===== config.mk =====
export PLATFORM = sky130hd
export DESIGN_NAME = tdm_demux2
export DESIGN_NICKNAME = d
export VERILOG_FILES = /design/src/rtl/tdm_demux2.sv
export SDC_FILE = /design/constraint.sdc
export NUM_CORES = 1
export LEC_CHECK = 0
export CORE_MARGIN = 5
export CORE_UTILIZATION = 40
export CTS_BUF_LIST = sky130_fd_sc_hd__clkbuf_16
export CTS_CLUSTER_DIAMETER = 30
export DETAILED_ROUTE_END_ITERATION = 8
export GPL_TIMING_DRIVEN = 0
export PLACE_DENSITY_LB_ADDON = 0.15
export SETUP_SLACK_MARGIN = 0.15
export SLEW_MARGIN = 20
export SYNTH_ARGS = -nofsm -noshare
export SYNTH_HDL_FRONTEND = slang
export SYNTH_SLANG_ARGS = --single-unit

===== constraint.sdc =====
create_clock -name clk -period 2.2 [get_ports clk]
set_clock_uncertainty 0.05 [all_clocks]
set_input_delay 0.55 -clock clk [delete_from_list [all_inputs] [get_ports clk]]
set_output_delay 0.55 -clock clk [all_outputs]
set_load 0.1 [all_outputs]

===== src/rtl/tdm_demux2.sv =====
// tdm_demux2: receive side of a two-channel bit-interleaved TDM link.
// Slot k of a 2W-slot frame carries bit k/2 of channel (k mod 2), LSB first.
// A sync pulse marks slot 0. The block hunts for sync, then runs locked and
// delivers both channel words together once per complete frame.
//
// Handshake: there is no back-pressure. valid is a one-cycle pulse that
// qualifies the new q0/q1 pair; q0/q1 hold their value between pulses.
// en is a sample enable: with en low, din/sync are ignored and the frame
// position is frozen.
module tdm_demux2 #(
  parameter int W = 8
) (
  input  logic         clk,
  input  logic         rst_n,
  input  logic         en,
  input  logic         din,
  input  logic         sync,
  output logic [W-1:0] q0,
  output logic [W-1:0] q1,
  output logic         valid,
  output logic         locked,
  output logic         frame_err
);

  localparam int            CW   = $clog2(2 * W);
  localparam logic [CW-1:0] LAST = CW'(2 * W - 1);
  localparam logic [CW-1:0] ONE  = CW'(1);

  typedef enum logic {
    HUNT = 1'b0,
    RUN  = 1'b1
  } state_t;

  state_t        state_q, state_d;
  logic [CW-1:0] cnt_q, cnt_d;
  logic [W-1:0]  sh0_q, sh0_d;
  logic [W-1:0]  sh1_q, sh1_d;
  logic [W-1:0]  q0_q, q0_d;
  logic [W-1:0]  q1_q, q1_d;
  logic          valid_q, valid_d;
  logic          ferr_q, ferr_d;
  logic          locked_q, locked_d;

  // Shifted versions of the channel registers with din entering at the MSB;
  // after W shifts the first (LSB) bit has reached bit 0.
  logic [W-1:0]  sh0_in, sh1_in;
  assign sh0_in = {din, sh0_q[W-1:1]};
  assign sh1_in = {din, sh1_q[W-1:1]};

  // Next-state: frame tracking, channel assembly and output pulses.
  always_comb begin
    state_d  = state_q;
    cnt_d    = cnt_q;
    sh0_d    = sh0_q;
    sh1_d    = sh1_q;
    q0_d     = q0_q;
    q1_d     = q1_q;
    valid_d  = 1'b0;
    ferr_d   = 1'b0;
    if (en) begin
      case (state_q)
        HUNT: begin
          if (sync) begin
            sh0_d   = sh0_in;
            cnt_d   = ONE;
            state_d = RUN;
          end
        end
        RUN: begin
          if (cnt_q == '0) begin
            if (sync) begin
              sh0_d = sh0_in;
              cnt_d = ONE;
            end else begin
              // Missing sync at a frame boundary: lock is lost.
              ferr_d  = 1'b1;
              cnt_d   = '0;
              state_d = HUNT;
            end
          end else if (sync) begin
            // Early sync: drop the partial frame and restart on this slot.
            ferr_d = 1'b1;
            sh0_d  = sh0_in;
            cnt_d  = ONE;
          end else begin
            if (cnt_q[0]) sh1_d = sh1_in;
            else          sh0_d = sh0_in;
            if (cnt_q == LAST) begin
              // Last slot is always channel 1, so channel 0 is already whole.
              q0_d    = sh0_q;
              q1_d    = sh1_in;
              valid_d = 1'b1;
              cnt_d   = '0;
            end else begin
              cnt_d = cnt_q + ONE;
            end
          end
        end
        default: begin
          state_d = HUNT;
          cnt_d   = '0;
        end
      endcase
    end
    locked_d = (state_d == RUN);
  end

  // State register with synchronous active-low reset taking priority.
  always_ff @(posedge clk) begin
    if (!rst_n) begin
      state_q  <= HUNT;
      cnt_q    <= '0;
      sh0_q    <= '0;
      sh1_q    <= '0;
      q0_q     <= '0;
      q1_q     <= '0;
      valid_q  <= 1'b0;
      ferr_q   <= 1'b0;
      locked_q <= 1'b0;
    end else begin
      state_q  <= state_d;
      cnt_q    <= cnt_d;
      sh0_q    <= sh0_d;
      sh1_q    <= sh1_d;
      q0_q     <= q0_d;
      q1_q     <= q1_d;
      valid_q  <= valid_d;
      ferr_q   <= ferr_d;
      locked_q <= locked_d;
    end
  end

  assign q0        = q0_q;
  assign q1        = q1_q;
  assign valid     = valid_q;
  assign frame_err = ferr_q;
  assign locked    = locked_q;

endmodule


==> reports/results.ini, run 1 <==
[logic_synthesis]
avgSynthCellArea_um2=8.70
yosys-top-cells-area=dfxtp_1 49%, a21oi_1 9.3%, nand2_1 6.5%, nand3_1 6.1%, mux2i_1 5.1%
synth.most_common_cell=dfxtp_1
synth_edf_count=0
ys_ff_latch=38
synth_nets=188
ys_top_cells_by_count=38 x dfxtp_1, 29 x a21oi_1, 27 x nand2_1
ys_warn_count=0
syn_inst=179
syn-cell-area_um2=1560
ys_types=29
synth.largest_area_cell=dfxtp_1
synth-main-ff-cell=dfxtp_1
async_reset_ff_share_pct=0
ys_seq_area_share_pct=48.9
synth_top_area_share_pct=48.9

[global_route]
grt_overflow_total=0
grt.met2_usage_pct=25.6
grtUsageTotal_pct=14.8
met3_usage_pct=4.43
grt_pass1_wl_um=5980
busiest_layer=met2
antenna_found_initial=0
grt_pass1_vias=1315
globalRouteMet1Util_pct=16.5
grt_max_degree=12

[floorplan]
initial_utilization_pct=41.9
die_height_um=72.4
pin_count=24
fp-row-count=22
die_w_um=72.4
dieArea_um2=5240
core_um2=3720

[sta]
timing.fmax_ghz=0.493
fin_tns_setup_ns=0
fin_ws_ns=0.172
finalHoldViolations=0
holdWs_ns=0.416
timing.final.crit_period_ns=2.03
rsz0062_at_grt=true
timing.slew.headroom_pct=36.8
setup_violations=0
tightest_slew_ns=0.951
post-route-period-util_pct=92.2
slew_violations=0

[critical_path]
worstPathCellList=clkdlybuf4s15_1
critPathBufInv=1
worst_path_max_delay_cell=clkdlybuf4s15_1
cp_data_arrival_time_ns=1.43
critPathMaxStageDelay_ns=0.82
crit_type=flip-flop to primary output
cp-end-kind=primary output
crit_fanout=2
crit_family=buffers and inverters
critPathRequiredTime_ns=1.60
start_kind=flip-flop

[placement]
port_buffers=22
dpl_worst_slack_ns=-0.264
dpl.hpwl_um=2580
gp_congestion=0.804
place_area_um2=1840

[clock_tree]
cts.sinks=38
clockBufferDepth=2
cts_inserted_buffers=5
cts.clk_slew.worst_paths_ns=0.05
clockRootBuffer=clkbuf_16
cts_tree=yes
insertion_delay_ns=0.28
cts_hold_buf=0
cts-htree-levels=2

[pwr]
p_sw_share_pct=20.8
seqPwrFrac_pct=44.2
p_switching_mw=0.328
p_leak_nw=0.746
ir_worst_vdd_v=0.000411
finalPower_mw=1.58
combPwrFrac_pct=5.9
p_int_mw=1.25
power_density_nw_per_um2=788
clkPwrFrac_pct=49.9

[detailed_routing]
drc=0
drt_pass1_iterations=4
routed_wl_um=3780
vias_per_cell=5.50
wl_per_cell_um=14.6
vias=1424
ant_nets=0
dr.first_iter.drc_count=100

[run_status]
outcome=finished clean

[final_layout]
fin_area_um2=2000
drive_above_1_share_pct=17.1
syn_to_final_growth_pct=28.6
insertedDiodeCount=0
fin_nets=220

[run]
maxCapViolCount=0

[hold_path]
hold_path.class=flip-flop to flip-flop

through the flow:
stage                     instances  util (%)
after floorplan                 179         -
after global placement          249      49.5
after detailed placement        249      49.5
after CTS                       256      53.9
after global routing            259      53.9
final                           259      53.9
placed cells by master (no fill, tap or decap), types with 2 or more instances in the layout:
cell,n
dfxtp_1,36
a21oi_1,29
nand2_1,27
nand3_1,18
o21ai_0,16
clkbuf_2,11
mux2i_1,8
clkdlybuf4s15_1,8
clkbuf_1,6
clkbuf_16,5
buf_4,4
inv_1,3
buf_2,3
and3_1,3
ha_1,3
inv_2,2
nand2b_1,2
clkdlybuf4s50_1,2
sequential cells by signal, indices dropped and copies added, names as in the netlist:
register	cells
q0	8
sh1_q	7
sh0_q	8
q1	8
frame_err	1
valid	1
cnt_q	4
locked	1
power by group through the flow:
stage,Combinational (mW),Clock [mW],Sequential [mW]
after floorplan,0.0465,0,0.725
after global placement,0.0806,0,0.714
after detailed placement,0.0809,0,0.714
after CTS,0.0810,0.801,0.700
after global routing,0.101,0.833,0.698
final,0.0923,0.787,0.698
repair_timing:
item	CTS	global route
setup endpoints to repair	38	29
buffers inserted	0	3
resized for setup	41	23
logic make-up after synthesis:
| kind of cell | after synthesis | share of synthesized area (%) |
|---|---|---|
| flip-flops | 38 | 48.9 |
| multiplexers | 8 | 5.14 |
| AO/OA/AOI/OAI | 51 | 18.2 |
| AND/OR/NAND/NOR | 60 | 19.7 |
| buffers and inverters | 18 | 4.82 |
| adder cells (fa/ha/maj) | 4 | 3.22 |
metal layers:
layer  up-vias  routed length [um]
met5         -                   0
met4         0                  64
met3         8                 180
met2        34                1950
met1       685                1580
li1        697                   -
area by class of cell:
class                   count  area (um^2)
repair buffers             25          190
multi-input cells         123          738
fillers                   346         1710
clock inverters             2         33.8
well taps                  48         60.1
flip-flops and latches     38          766
inverters                   6         25.0
plain buffers              12         63.8
clock buffers               5          125
final timing paths:
kind         cells after the start  slack (ns)     start     to
min                              2        0.42  sh0_q[1]  q0[1]
min reg2reg                      2        0.42  sh0_q[1]  q0[1]
max                              1        0.17     q1[1]  q1[1]
max reg2reg                      9        0.25  cnt_q[0]  q1[6]
No activity file was read; power rests on OpenSTA's default activity.
==> inputs of run 2 (changes only) <==
--- a/config.mk
+++ b/config.mk
@@ -11,8 +11,9 @@
 export CTS_CLUSTER_DIAMETER = 30
 export DETAILED_ROUTE_END_ITERATION = 8
 export GPL_TIMING_DRIVEN = 0
-export PLACE_DENSITY_LB_ADDON = 0.15
+export PLACE_DENSITY_LB_ADDON = 0.05
 export SETUP_SLACK_MARGIN = 0.15
+export SKIP_LAST_GASP = 1
 export SLEW_MARGIN = 20
 export SYNTH_ARGS = -nofsm -noshare
 export SYNTH_HDL_FRONTEND = slang
==> constraint.sdc (replaced) <==
create_clock -name clk -period 2.3 [get_ports clk]
set_clock_uncertainty 0.05 [all_clocks]
set_input_delay 0.575 -clock clk [delete_from_list [all_inputs] [get_ports clk]]
set_output_delay 0.575 -clock clk [all_outputs]
set_load 0.1 [all_outputs]
==> reports/results.ini, run 2 (synthesized netlist as in run 1, its figures left out) <==
[run_status]
outcome=finished clean

[sta]
holdWs_ns=0.419
timing.slew.headroom_pct=36.1
timing.final.crit_period_ns=2.11
post-route-period-util_pct=91.6
setup_violations=0
tightest_slew_ns=0.962
timing.fmax_ghz=0.475
finalHoldViolations=0
rsz0062_at_grt=false
fin_tns_setup_ns=0
slew_violations=0

[global_route]
grt_pass1_wl_um=6270
grtUsageTotal_pct=15.0
grt_max_degree=11
grt_pass1_vias=1372
grt_overflow_total=0
antenna_found_initial=0

[run]
maxCapViolCount=0

[clock_tree]
cts_hold_buf=0
clockBufferDepth=2
cts_tree=yes
insertion_delay_ns=0.27
cts_inserted_buffers=5
cts.sinks=38
clockRootBuffer=clkbuf_16
cts-htree-levels=2
cts.clk_slew.worst_paths_ns=0.05

[final_layout]
syn_to_final_growth_pct=27.1
drive_above_1_share_pct=10.1
fin_nets=218
fillerInstances=379
fin_area_um2=1980
insertedDiodeCount=0
final_common_cell=dfxtp_1
final_cells=256
final_cell_mix=37 x dfxtp_1, 29 x a21oi_1, 27 x nand2_1

[placement]
dp_cells=249
gp_congestion=0.837
port_buffers=22
dpl.hpwl_um=2620
place_area_um2=1840

[critical_path]
crit_family=buffers and inverters
cp_data_arrival_time_ns=1.48
start_kind=flip-flop
r2r_start=cnt_q[0]
critPathMaxStageDelay_ns=0.87
worstPathCellList=dlygate4sd2_1
cp-startpoint=locked
worst_path_max_delay_cell=dlygate4sd2_1
cp-end-kind=primary output
critPathBufInv=1
crit_fanout=3
critPathRequiredTime_ns=1.67
crit_type=flip-flop to primary output

[floorplan]
core_um2=3720
die_height_um=72.4
pin_count=24
dieArea_um2=5240
initial_utilization_pct=41.9
die_w_um=72.4
fp-row-count=22

[pwr]
power_density_nw_per_um2=687
ir_worst_vdd_v=0.000462
p_leak_nw=0.788

[hold_path]
hold_start=q0[6]
hold_path.class=flip-flop to flip-flop

[detailed_routing]
wl_per_cell_um=14.0
vias_per_cell=5.36
ant_nets=0
vias=1373
drt_pass1_iterations=4
drc=0
dr.first_iter.drc_count=61
routed_wl_um=3600

==> run 2: changes by cell type in the layout (fill, tap and decap cells not counted), sizes merged <==
cell | before | now
clkdlybuf4s15 | 8 | 0
bufinv | 1 | 0
dlygate4sd2 | 0 | 19
clkbuf | 23 | 12
buf | 8 | 6
==> run 2: worst paths after layout <==
kind | to | slack, ns | depth (start not counted)
hold / removal | q0[6] | 0.42 | 2
setup reg to reg | q0[6] | 0.27 | 9
setup / recovery | locked | 0.19 | 1
hold reg to reg | q0[6] | 0.42 | 2
==> run 2: worst reg2reg max path, delay by kind of cell, from the launching register on <==
| family | cells | cell delay, ns |
|---|---|---|
| buf+inv | 3 | 0.40 |
| fa+ha+maj | 2 | 0.31 |
| compound gates | 1 | 0.07 |
| simple gates | 3 | 0.69 |
| flops | 1 | 0.37 |
==> run 2: final cells by class <==
class                           count  area (um^2)  share of cell area (%)
Buffer                             12         55.1                    2.78
Sequential cell                    38          764                    38.6
Multi-Input combinational cell    123          738                    37.3
Clock inverter                      1         3.75                   0.190
Clock buffer                        5          125                    6.33
Timing Repair Buffer               23          206                    10.4
Inverter                            6         25.0                    1.27
Tap cell                           48         60.1                    3.04
==> run 2: routing by layer <==
metal / track usage [%] / vias up / share of wire (%)
met5: 0 / - / 0
met4: 7.58 / 0 / 2.0
met3: 3.46 / 9 / 4.5
met2: 23.1 / 29 / 47
met1: 19.6 / 648 / 47
li1: - / 687 / -
==> run 2: metrics by stage <==
step / setup WS [ns] / util [%] / power (mW)
floorplan: 0.159 / - / 0.737
global placement: -0.127 / 49.4 / 0.760
detailed placement: -0.190 / 49.4 / 0.762
CTS: 0.152 / 52.4 / 1.38
global route: 0.152 / 53.2 / 1.41
finish: 0.193 / 53.2 / 1.36
==> run 2: where the power goes <==
group	leakage [nW]	total [mW]	switching [mW]	internal, mW
Clock	0.0632	0.606	0.222	0.384
Combinational	0.418	0.0836	0.0557	0.0279
Sequential	0.307	0.670	0.00575	0.664
==> run 2: timing repair <==
action	in CTS	in global routing
resized for setup	22	9
setup endpoints to repair	29	10
buffers inserted	0	1
pin swaps	0	0
==> inputs of run 3 (changes only) <==
==> constraint.sdc (replaced) <==
create_clock -name clk -period 2.6 [get_ports clk]
set_clock_uncertainty 0.05 [all_clocks]
set_input_delay 0.65 -clock clk [delete_from_list [all_inputs] [get_ports clk]]
set_output_delay 0.65 -clock clk [all_outputs]
set_load 0.1 [all_outputs]
==> reports/results.ini, run 3 (synthesized netlist as in run 1, its figures left out) <==
[floorplan]
die_w_um=72.4
fp-row-count=22
die_height_um=72.4
pin_count=24
core_um2=3720
initial_utilization_pct=41.9
dieArea_um2=5240

[detailed_routing]
drc=0
wl_per_cell_um=14.1
drt_pass1_iterations=4
routed_wl_um=3590
vias=1366
dr.first_iter.drc_count=65
ant_nets=0
vias_per_cell=5.36

[pwr]
ir_worst_vdd_v=0.000409
p_leak_nw=0.794
finalPower_mw=1.20
power_density_nw_per_um2=607

[critical_path]
crit_type=flip-flop to primary output
cp-end-kind=primary output
worst_path_max_delay_cell=clkdlybuf4s50_1
critPathRequiredTime_ns=1.90
r2r_start=cnt_q[0]
start_kind=flip-flop
reg2reg_depth=9
cp_data_arrival_time_ns=1.72
crit_family=buffers and inverters
worstPathCellList=clkdlybuf4s50_1
crit_fanout=2
critPathMaxStageDelay_ns=1.13
r2r_setup_slack_ns=0.44
worstReg2RegEnd=q0[6]
critPathBufInv=1
cp-startpoint=q0[3]

[global_route]
grt_pass1_vias=1368
grtUsageTotal_pct=15.0
antenna_found_initial=0
grt_max_degree=11
grt_overflow_total=0
grt_pass1_wl_um=6270

[final_layout]
syn_to_final_growth_pct=27.0
fillerInstances=373
multi_input_area_um2=721
drive_above_1_share_pct=8.21
final_util_pct=53.2
seqCellArea_um2=762
final_cell_mix=37 x dfxtp_1, 29 x a21oi_1, 27 x nand2_1
fin_nets=217
insertedDiodeCount=0
final_common_cell=dfxtp_1

[placement]
port_buffers=22
dpl.hpwl_um=2620
gp_congestion=0.837

[hold_path]
hold_start=q0[6]
whs_endpoint=q0[6]
hold_path.class=flip-flop to flip-flop
holdPathStages=2

[sta]
setup_violations=0
rsz0062_at_grt=false
fin_tns_setup_ns=0
slew_violations=0
tightest_slew_ns=0.972
timing.slew.headroom_pct=35.0
timing.final.crit_period_ns=2.42
finalHoldViolations=0
holdWs_ns=0.422
timing.fmax_ghz=0.414
post-route-period-util_pct=93.0

[run]
maxCapViolCount=0

[clock_tree]
cts-htree-levels=2
insertion_delay_ns=0.27
cts_tree=yes
cts_inserted_buffers=5
cts.sinks=38
clockRootBuffer=clkbuf_16
cts.clk_slew.worst_paths_ns=0.05
clockBufferDepth=2

[run_status]
outcome=finished clean

[run 3: cell types whose count changed in the layout (fill, tap and decap cells not counted), sizes merged]
cell and delta:
buf -2, clkbuf +1, clkdlybuf4s50 +11, dlymetal6s2s +4
dlygate4sd2 -15
[run 3: worst max path at each step]
stage / slack [ns] / depth (start not counted) / endpoint
finish: 0.18 / 1 / q0[3]
detailed placement: 0.04 / 8 / q0[6]
global route: 0.15 / 1 / q0[3]
floorplan: 0.46 / 4 / cnt_q[1]
global placement: 0.1 / 8 / q0[5]
CTS: 0.16 / 1 / q0[4]
[run 3: final cells by class]
cell class,count,share of cell area [%]
repair buffers,22,11.5
well taps,48,3.04
clock inverters,1,0.190
inverters,6,1.27
clock buffers,5,6.33
plain buffers,12,2.66
multi-input cells,123,36.5
flip-flops and latches,38,38.5
[run 3: worst reg2reg max path: stages (launching register included)]
cell and delay [ns]:
dfxtp_2 0.37, inv_1 0.11, ha_1 0.14, or3b_4 0.40
ha_1 0.23, and3_1 0.19, clkbuf_2 0.16, buf_2 0.19
nand3_1 0.12, a21oi_1 0.07
[run 3: timing repair]
item / in CTS / in global routing
setup endpoints to repair: 4 / 15
buffers inserted: 0 / 0
hold buffers: 0 / 0
pin swaps: 0 / 0
resized for setup: 4 / 10
[run 3: report_power, final]
part / leakage (nW) / internal [mW] / switching (mW)
Clock: 0.0632 / 0.340 / 0.198
Sequential: 0.307 / 0.588 / 0.00496
Combinational: 0.424 / 0.0220 / 0.0478
Total: 0.794 / 0.950 / 0.251
[run 3: per-stage QoR]
stage                     std cells  cell area, um^2  setup WS, ns
after floorplan                 179             1560         0.459
after global routing            255             1980         0.151
after CTS                       255             1960         0.159
after detailed placement        249             1840        0.0350
final                           255             1980         0.182
after global placement          249             1840        0.0979
[run 3: metal layers]
metal	track usage [%]	routed length, um	share of wire (%)
met2	23.1	1710	48
met1	19.6	1680	47
met4	7.58	59	1.6
met3	3.46	140	3.9
met5	0	0	0
==> RTL edit, RTL diff (config.mk and constraints of run 3) <==
`q0_q` no longer has a reset.
--- a/src/rtl/tdm_demux2.sv
+++ b/src/rtl/tdm_demux2.sv
@@ -113,5 +113,4 @@
       sh0_q    <= '0;
       sh1_q    <= '0;
-      q0_q     <= '0;
       q1_q     <= '0;
       valid_q  <= 1'b0;
@@ -123,5 +122,4 @@
       sh0_q    <= sh0_d;
       sh1_q    <= sh1_d;
-      q0_q     <= q0_d;
       q1_q     <= q1_d;
       valid_q  <= valid_d;
@@ -129,4 +127,8 @@
       locked_q <= locked_d;
     end
+  end
+
+  always_ff @(posedge clk) begin
+    q0_q <= q0_d;
   end
 
Behaviour: same outputs for any inputs over 10 cycles, from zero or initial values and one cycle with rst_n low; that may be too few to reach the edited logic, so the function may still have changed.
==> RTL edit against run 3 <==
Sequential share of layout area grew 4.4 points; sequential cell count is the same; setup slack is essentially flat; total power grew 3.0%; design area shrank 0.89%; area after synthesis shrank 4.0%; routed wire length shrank 16%; critical path type unchanged.
==> RTL edit: results (changes against run 3) <==
| Metric | Value |
|---|---|
| Outcome | `completed` |
| Initial DRC Count | `70 (+7.7%)` |
| Clock group | `0.000561 W (+4.3%)` |
| Net Sw Frac | `21.26% (+0.37 points)` |
| Hold WS | `0.3787 ns (-0.04352 ns)` |
| HP Start | `sh0_q[4]` |
| First-pass GRT wire length | `5.071 mm (-19%)` |
| LEAKAGE | `0.8387 nW (+5.6%)` |
| Capturing point of the worst reg2reg path | `q1[3]` |
| Comb pwr share | `5.4% (-0.4 points)` |
| Area after DPL | `0.001774 sq mm (-3.4%)` |
| Post-synthesis adder-cell area fraction | `3.350% (+0.13 points)` |
| Setup WS pre-CTS | `-0.2110 ns (-0.2460 ns)` |
| Cell Int Power | `0.0009731 W (+2.5%)` |
| Synth cell types | `31 (+6.9%)` |
| Top cells by instance count after synthesis | `dfxtp_1, nand2_1, a21oi_1` |
| All-Layer GR Usage | `12.66% (-2.3 points)` |
| Post-Layout Cell Count | `228 (-11%)` |
| Area contributors post-synth | `dfxtp_1, edfxtp_1, nand2_1` |
| Worst setup startpoint | `locked` |
| Hold depth | `0 (-2)` |
| Placer Congestion | `0.7976 (-4.7%)` |
| Largest net degree at the start of global routing | `12 (+1)` |
| Vias in the first global route | `1,126 (-18%)` |
| Hpwl dp | `2.106 mm (-20%)` |
| Sequential share of the synthesized area | `56.28% (+7.4 points)` |
| Share of synthesized area spent on multiplexers | `5.360% (+0.22 points)` |
| Worst-margin pin slew | `0.9742 ns (+0.002191 ns)` |
| Hold endpoint | `q0[4]` |
| Fmax | `413.5 MHz (about the same)` |
| Via total after detailed routing | `1,163 (-15%)` |
| Final WL | `3.030 mm (-16%)` |
| Maximum vdd drop | `0.3467 mV (-15%)` |
| Placed Cells | `220 (-12%)` |
| Layout cells sized above 1 | `7.222% (-0.99 points)` |
[RTL edit: cell types whose count changed after synthesis, sizes merged, moves of 2 or more]
cell,delta
a21oi,-11
dfxtp,-8
edfxtp,+8
nand3,-8
o21ai,-7
clkbuf,-3
nor2,+2
[RTL edit: metal layers]
metal	share of wire [%]	wire length, microns	vias up	global-route usage, %
li1	-	-	586	-
met1	44	1339	542	14.25
met2	47	1435	28	21.22
met3	6.4	193	7	5.114
met4	2.0	61	0	5.219
met5	0	0	-	0
[RTL edit: final cells by class]
class                      instances  area (sq um)
clock inverter                     3         12.51
fill                             356          1674
inverter                           6         22.52
timing repair buffer              22         255.2
clock buffer                       5         125.1
buffer                             8         40.04
sequential                        38         840.8
tap                               48         60.06
multi-input combinational         98         603.1
[RTL edit: what timing repair did]
item | in CTS | in global routing
resized for setup | 1 | 16
cloned | 0 | 0
endpoints found under the setup margin | 8 | 22
pin swaps | 0 | 1
